`src/rtl/float_encode_pipe.sv`:
```
// float_encode_pipe
//   Three-stage pipelined converter from an IN_W-bit two's-complement sample
//   to a compact float {sign, EXP_W exponent, MANT_W mantissa}.
//     S1: sign / magnitude / most-negative flag
//     S2: leading-zero count of the magnitude
//     S3: normalise, round (optional), saturate -> registered outputs
//   The whole pipe stalls together when the output is held (no bubble collapsing).
//
// Ports
//   clk, rst_n              clock, asynchronous active-low reset
//   in_valid/in_ready       input handshake (in_ready is combinational)
//   in_data  [IN_W-1:0]     two's-complement sample
//   out_valid/out_ready     output handshake
//   out_sign, out_exp [EXP_W-1:0], out_mant [MANT_W-1:0]   result fields
//
// Build option
//   FLOAT_ENC_ROUND_EN  defined: round-to-nearest using the first dropped bit,
//                       with carry into the exponent and saturation at the top.
//                       undefined: plain truncation.
//
// Parameter constraints: IN_W >= MANT_W+2, IN_W-MANT_W <= 2**EXP_W.

module float_encode_pipe #(
    parameter int IN_W   = 12,
    parameter int MANT_W = 4,
    parameter int EXP_W  = 3
) (
    input  logic              clk,
    input  logic              rst_n,
    input  logic              in_valid,
    output logic              in_ready,
    input  logic [IN_W-1:0]   in_data,
    output logic              out_valid,
    input  logic              out_ready,
    output logic              out_sign,
    output logic [EXP_W-1:0]  out_exp,
    output logic [MANT_W-1:0] out_mant
);

    localparam int STAGES = 3;
    localparam int E0     = IN_W - MANT_W;
    localparam int EMAX   = (1 << EXP_W) - 1;
    localparam int LZ_W   = $clog2(IN_W + 1);
    // one spare bit so E0 (which may equal 2**EXP_W) and the carry fit
    localparam int EW     = EXP_W + 1;
    localparam int MW1    = MANT_W + 1;

`ifdef FLOAT_ENC_ROUND_EN
    localparam bit ROUND_EN = 1'b1;
`else
    localparam bit ROUND_EN = 1'b0;
`endif

    // ---------------------------------------------------------------
    // flow control: global stall, valid bits shift only on advance
    // ---------------------------------------------------------------
    logic [STAGES:1] vld_pipe;
    logic            adv;

    assign adv       = out_ready | ~vld_pipe[STAGES];
    assign in_ready  = adv;
    assign out_valid = vld_pipe[STAGES];

    always_ff @(posedge clk or negedge rst_n) begin
        if (!rst_n)   vld_pipe <= '0;
        else if (adv) vld_pipe <= {vld_pipe[STAGES-1:1], in_valid};
    end

    // leading zeros over IN_W bits; all-zero input yields IN_W
    function automatic logic [LZ_W-1:0] clz(input logic [IN_W-1:0] v);
        clz = LZ_W'(IN_W);
        for (int i = 0; i < IN_W; i++)
            if (v[i]) clz = LZ_W'(IN_W - 1 - i);
    endfunction

    // ---------------------------------------------------------------
    // S1: sign / magnitude
    // ---------------------------------------------------------------
    logic              s1_sign, s1_minneg;
    logic [IN_W-1:0]   s1_mag;

    always_ff @(posedge clk or negedge rst_n) begin
        if (!rst_n) begin
            s1_sign   <= 1'b0;
            s1_minneg <= 1'b0;
            s1_mag    <= '0;
        end else if (adv) begin
            s1_sign   <= in_data[IN_W-1];
            // -2**(IN_W-1) negates to itself; flagged and forced later
            s1_minneg <= (in_data == {1'b1, {(IN_W-1){1'b0}}});
            s1_mag    <= in_data[IN_W-1] ? -in_data : in_data;
        end
    end

    // ---------------------------------------------------------------
    // S2: leading-zero count
    // ---------------------------------------------------------------
    logic              s2_sign, s2_minneg;
    logic [IN_W-1:0]   s2_mag;
    logic [LZ_W-1:0]   s2_lz;

    always_ff @(posedge clk or negedge rst_n) begin
        if (!rst_n) begin
            s2_sign   <= 1'b0;
            s2_minneg <= 1'b0;
            s2_mag    <= '0;
            s2_lz     <= '0;
        end else if (adv) begin
            s2_sign   <= s1_sign;
            s2_minneg <= s1_minneg;
            s2_mag    <= s1_mag;
            s2_lz     <= clz(s1_mag);
        end
    end

    // ---------------------------------------------------------------
    // S3: extract, round, saturate
    // ---------------------------------------------------------------
    logic              s3_sign;
    logic [EW-1:0]     e_x;
    logic [MANT_W-1:0] m_x;
    logic [MW1-1:0]    top;    // {mantissa, round bit} after normalisation
    logic [MW1-1:0]    m_inc;
    logic              rb;

    always_comb begin
        s3_sign = s2_sign;
        top     = MW1'((s2_mag << s2_lz) >> (IN_W - 1 - MANT_W));
        e_x     = '0;
        m_x     = '0;
        rb      = 1'b0;
        m_inc   = '0;

        if (s2_lz >= LZ_W'(E0)) begin
            // too small to normalise: raw low bits, exponent 0
            m_x = s2_mag[MANT_W-1:0];
        end else begin
            m_x = top[MANT_W:1];
            rb  = top[0];
            e_x = EW'(E0) - EW'(s2_lz);
        end

        if (e_x > EW'(EMAX)) begin
            e_x = EW'(EMAX);
            m_x = '1;
        end

        if (ROUND_EN && rb) begin
            m_inc = {1'b0, m_x} + MW1'(1);
            if (m_inc[MANT_W]) begin
                if (e_x == EW'(EMAX)) begin
                    m_x = '1;
                end else begin
                    m_x           = '0;
                    m_x[MANT_W-1] = 1'b1;
                    e_x           = e_x + EW'(1);
                end
            end else begin
                m_x = m_inc[MANT_W-1:0];
            end
        end

        if (s2_minneg) begin
            s3_sign = 1'b1;
            e_x     = EW'(EMAX);
            m_x     = '1;
        end
    end

    always_ff @(posedge clk or negedge rst_n) begin
        if (!rst_n) begin
            out_sign <= 1'b0;
            out_exp  <= '0;
            out_mant <= '0;
        end else if (adv) begin
            out_sign <= s3_sign;
            out_exp  <= e_x[EXP_W-1:0];
            out_mant <= m_x;
        end
    end

endmodule
```
`config.mk`:
```
export PLATFORM = sky130hd
export DESIGN_NAME = float_encode_pipe
export DESIGN_NICKNAME = d
export VERILOG_FILES = /design/src/rtl/float_encode_pipe.sv
export SDC_FILE = /design/constraint.sdc
export NUM_CORES = 1
export LEC_CHECK = 0
export CORE_MARGIN = 5
export CORE_UTILIZATION = 29
export CTS_CLUSTER_DIAMETER = 30
export CTS_CLUSTER_SIZE = 10
export DETAILED_ROUTE_END_ITERATION = 8
export DONT_BUFFER_PORTS = 1
export SYNTH_ARGS = -nofsm -noshare
export SYNTH_HDL_FRONTEND = slang
export SYNTH_SLANG_ARGS = --single-unit
```
`constraint.sdc`:
```
create_clock -name clk -period 3.5 [get_ports clk]
set_input_delay 1.05 -clock clk [delete_from_list [all_inputs] [get_ports clk]]
set_output_delay 1.05 -clock clk [all_outputs]
set_load 0.03 [all_outputs]
```
==> impl_metrics.prom <==
# TYPE chip_impl_metric gauge
chip_impl_metric{name="layout-drive-gt1-share",unit=""} 0.09722
chip_impl_metric{name="drc_violation_count_after_routing",unit=""} 0
chip_impl_metric{name="share_of_the_yosys_chip_area_belonging_to_registers",unit=""} 0.5015
chip_impl_metric{name="num_io_pins",unit=""} 26
chip_impl_metric{name="wire_length_of_the_first_global_routing_pass",unit="um"} 7659
chip_impl_metric{name="die_y_extent",unit="um"} 96.02
chip_impl_metric{name="cts_num_sinks",unit=""} 43
chip_impl_metric{name="port-buffer-count",unit=""} 0
chip_impl_metric{name="pre_cts_ws",unit="ns"} 1.058
chip_impl_metric{name="place.gp.congestion",unit=""} 0.7210
chip_impl_metric{name="worst_slack",unit="ns"} 1.064
chip_impl_metric{name="yosys.cell_types.count",unit=""} 35
chip_impl_metric{name="cts_repair_resize_count",unit=""} 0
chip_impl_metric{name="yosys_register_bits",unit=""} 43
chip_impl_metric{name="crit_required",unit="ns"} 2.45
chip_impl_metric{name="synth_area",unit="sq um"} 2146
chip_impl_metric{name="syn2layout_area_growth",unit="%"} 9.038
chip_impl_metric{name="clock_insertion_delay_worst_skew",unit="ns"} 0.31
chip_impl_metric{name="async_flop_share",unit=""} 1.000
chip_impl_metric{name="antenna_violations_before_repair",unit=""} 0
chip_impl_info{name="outcome",value="finished, final reports clean"} 1
chip_impl_metric{name="critPathMaxFanout",unit=""} 2
chip_impl_metric{name="number_of_vias_after_detailed_routing",unit=""} 1496
chip_impl_metric{name="num-fill-cells",unit=""} 783
chip_impl_metric{name="slew-limit-headroom",unit=""} 0.6886
chip_impl_info{name="r2r-start",value="vld_pipe[3]$_DFFE_PN0P_"} 1
chip_impl_metric{name="grt_max_degree",unit=""} 52
chip_impl_metric{name="crit_arrival",unit="ns"} 1.39
chip_impl_metric{name="count_of_final_hold_check_violations",unit=""} 0
chip_impl_info{name="slowest_stage",value="sky130_fd_sc_hd__clkinv_1"} 1
chip_impl_metric{name="via_count_of_the_first_global_routing_pass",unit=""} 1525
chip_impl_info{name="tritoncts",value="yes"} 1
chip_impl_info{name="setup.worst_path.end_class",value="output pin"} 1
chip_impl_metric{name="finalCritPeriodShare",unit=""} 0.6959
chip_impl_metric{name="die-width",unit="um"} 96.02
chip_impl_metric{name="leakage_component_of_the_power",unit="nW"} 1.039
chip_impl_info{name="synth_top_area_cell",value="sky130_fd_sc_hd__dfrtp_1"} 1
chip_impl_metric{name="syn_inst",unit=""} 220
chip_impl_metric{name="cts.reportedPaths.clkPinSlew",unit="ns"} 0.09
chip_impl_metric{name="post-cts-setup-buffer-count",unit=""} 0
chip_impl_metric{name="fmax",unit="MHz"} 410.6
chip_impl_metric{name="synth_area_per_cell",unit="sq um"} 9.754
chip_impl_metric{name="drt_wl_total",unit="um"} 4467
chip_impl_info{name="synth_area_leaders",value="sky130_fd_sc_hd__dfrtp_1 50%, sky130_fd_sc_hd__nand2_1 11%, sky130_fd_sc_hd__mux4_2 5.2%, sky130_fd_sc_hd__xor2_1 3.7%, sky130_fd_sc_hd__o21ai_0 2.6%"} 1
chip_impl_metric{name="post_drt_via_cell_ratio",unit=""} 4.749
chip_impl_metric{name="synth-edff-count",unit=""} 0
chip_impl_metric{name="synth_top_area_share",unit=""} 0.5015
chip_impl_metric{name="maxSlewViolCount",unit=""} 0
chip_impl_metric{name="global_route.usage.total",unit=""} 0.1075
chip_impl_info{name="post_synth_top_cells",value="63 x sky130_fd_sc_hd__nand2_1, 43 x sky130_fd_sc_hd__dfrtp_1, 11 x sky130_fd_sc_hd__nor2_1, 11 x sky130_fd_sc_hd__o21ai_0, 9 x sky130_fd_sc_hd__xor2_1"} 1
chip_impl_metric{name="timing.critical_path.buf_inv",unit=""} 1
chip_impl_metric{name="antenna_diode_count",unit=""} 0
chip_impl_metric{name="floorplan_core_area",unit="sq um"} 7214
chip_impl_metric{name="place.detailed.instances",unit=""} 307
chip_impl_metric{name="whs",unit="ns"} 0.4302
chip_impl_metric{name="timing.critical_path.slowest_cell_delay",unit="ns"} 0.24
chip_impl_metric{name="drtAntennaViolNets",unit=""} 0
chip_impl_metric{name="dp.final_hpwl",unit="um"} 3184
chip_impl_metric{name="maxcap_violations",unit=""} 0
chip_impl_metric{name="pwr_density_cell",unit="nW/um^2"} 780.7
chip_impl_metric{name="grt_overflow_total",unit=""} 0
chip_impl_info{name="crit_type",value="primary input to output pin"} 1
chip_impl_metric{name="rows",unit=""} 31
chip_impl_metric{name="yosys_warnings",unit=""} 0
chip_impl_info{name="crit_path_cell_trace",value="nor2b_4 -> clkinv_1"} 1
chip_impl_info{name="rsz0062_at_grt",value="no"} 1
chip_impl_info{name="ys_dominant_reg_cell",value="sky130_fd_sc_hd__dfrtp_1"} 1
chip_impl_metric{name="finalNetCount",unit=""} 233
chip_impl_metric{name="fin_crit",unit="ns"} 2.436
chip_impl_metric{name="cts_buffer_depth",unit=""} 2
chip_impl_metric{name="h-tree-depth",unit=""} 2
chip_impl_info{name="timing.critical_path.from",value="out_ready"} 1
chip_impl_info{name="root_buffer",value="sky130_fd_sc_hd__clkbuf_8"} 1
chip_impl_info{name="hold_path_class",value="primary input to async pin"} 1
chip_impl_metric{name="setup_violations",unit=""} 0
chip_impl_info{name="synthMostInstantiatedCell",value="sky130_fd_sc_hd__nand2_1"} 1
chip_impl_metric{name="initial_utilization",unit=""} 0.2974
chip_impl_metric{name="firstDrtPassIters",unit=""} 4
chip_impl_metric{name="final.setup.tns",unit="ns"} 0
chip_impl_info{name="critical_path_startpoint_category",value="primary input"} 1
chip_impl_metric{name="cts_buffers",unit=""} 5
chip_impl_metric{name="route.detailed.wl_per_inst",unit="um"} 14.18
chip_impl_metric{name="least_margin_pin_slew",unit="ns"} 0.4671
chip_impl_metric{name="drt-initial-drc-count",unit=""} 69
chip_impl_metric{name="synth_net_count",unit=""} 238
chip_impl_metric{name="finClkSkew",unit="ns"} 0.008350
chip_impl_metric{name="irDropWorstVdd",unit="mV"} 0.1700
chip_impl_metric{name="layout.cells.non_filler",unit=""} 315
chip_impl_metric{name="ctsHoldBuffers",unit=""} 0
chip_impl_metric{name="die_area",unit="sq um"} 9220
chip_impl_info{name="worst_path_dominant_cell_family",value="buffers and inverters"} 1
metal layers:
layer | global-route usage | up-vias | wire, um | share of wire
met5 | 0 | - | 0 | 0
met1 | 0.1481 | 715 | 2202 | 0.49
met3 | 0.03049 | 6 | 289 | 0.065
met2 | 0.1570 | 33 | 1912 | 0.43
li1 | - | 742 | - | -
met4 | 0.04621 | 0 | 63 | 0.014
registers in the layout (all words and copies together), names as in the netlist, 3 cells and up:
register  count
s2_mag       12
s2_lz         4
out_exp       3
s1_mag       12
out_mant      4
vld_pipe      3
through the flow:
stage	instance area (sq um)	util	power, mW
global placement	2227	0.3087	1.433
finish	2340	0.3243	1.827
CTS	2340	0.3243	1.843
floorplan	2146	-	1.326
detailed placement	2227	0.3087	1.450
global route	2340	0.3243	1.957
layout by cell type, fill, tap and decap left out, types with 2 or more instances in the layout:
cell type	synthesis	layout
sky130_fd_sc_hd__a21oi_1	8	8
sky130_fd_sc_hd__a22o_1	2	2
sky130_fd_sc_hd__buf_4	0	2
sky130_fd_sc_hd__clkbuf_8	0	5
sky130_fd_sc_hd__dfrtp_1	43	43
sky130_fd_sc_hd__ha_1	2	2
sky130_fd_sc_hd__inv_1	7	7
sky130_fd_sc_hd__mux2i_1	5	5
sky130_fd_sc_hd__mux4_2	5	5
sky130_fd_sc_hd__nand2_1	63	63
sky130_fd_sc_hd__nand2b_1	2	2
sky130_fd_sc_hd__nor2_1	11	11
sky130_fd_sc_hd__nor4_1	2	2
sky130_fd_sc_hd__o21ai_0	11	11
sky130_fd_sc_hd__o21ai_1	6	6
sky130_fd_sc_hd__o31ai_1	6	6
sky130_fd_sc_hd__o32ai_1	4	4
sky130_fd_sc_hd__o41ai_2	2	2
sky130_fd_sc_hd__or3_1	4	4
sky130_fd_sc_hd__xor2_1	9	9
cell type report:
type	count	area, sq um	area share
well taps	99	123.9	0.05294
clock buffers	5	68.82	0.02941
inverters	8	30.03	0.01283
multi-input cells	155	982.2	0.4198
repair buffers	2	15.01	0.006417
flip-flops and latches	43	1076	0.4599
clock inverters	3	43.79	0.01872
kinds of logic (layout without fill, tap and decap cells):
kind of cell	Yosys count	count (layout)	synth area share
flip-flops	43	43	0.5015
XOR/XNOR	10	10	0.04082
AO/OA/AOI/OAI	45	45	0.1504
adder cells (fa/ha/maj)	2	2	0.01166
multiplexers	10	10	0.07580
AND/OR/NAND/NOR	88	88	0.1755
buffers and inverters	22	18	0.04431
final timing paths:
check	to	slack [ns]	depth (start not counted)
max	in_ready	1.06	2
min	out_mant[1]$_DFFE_PN0P_	0.43	0
max reg2reg	out_mant[0]$_DFFE_PN0P_	1.52	5
min reg2reg	vld_pipe[3]$_DFFE_PN0P_	0.46	1
max in group asynchronous	vld_pipe[2]$_DFFE_PN0P_	2.98	0
min in group clk	vld_pipe[3]$_DFFE_PN0P_	0.46	1
report_power, final:
group          internal (mW)  switching [mW]  leakage [nW]
sequential             0.662           0.280         0.521
combinational          0.242           0.250         0.459
clock                  0.213           0.181        0.0581
total                   1.12           0.711          1.04
No activity file was read; power rests on OpenSTA's default activity.
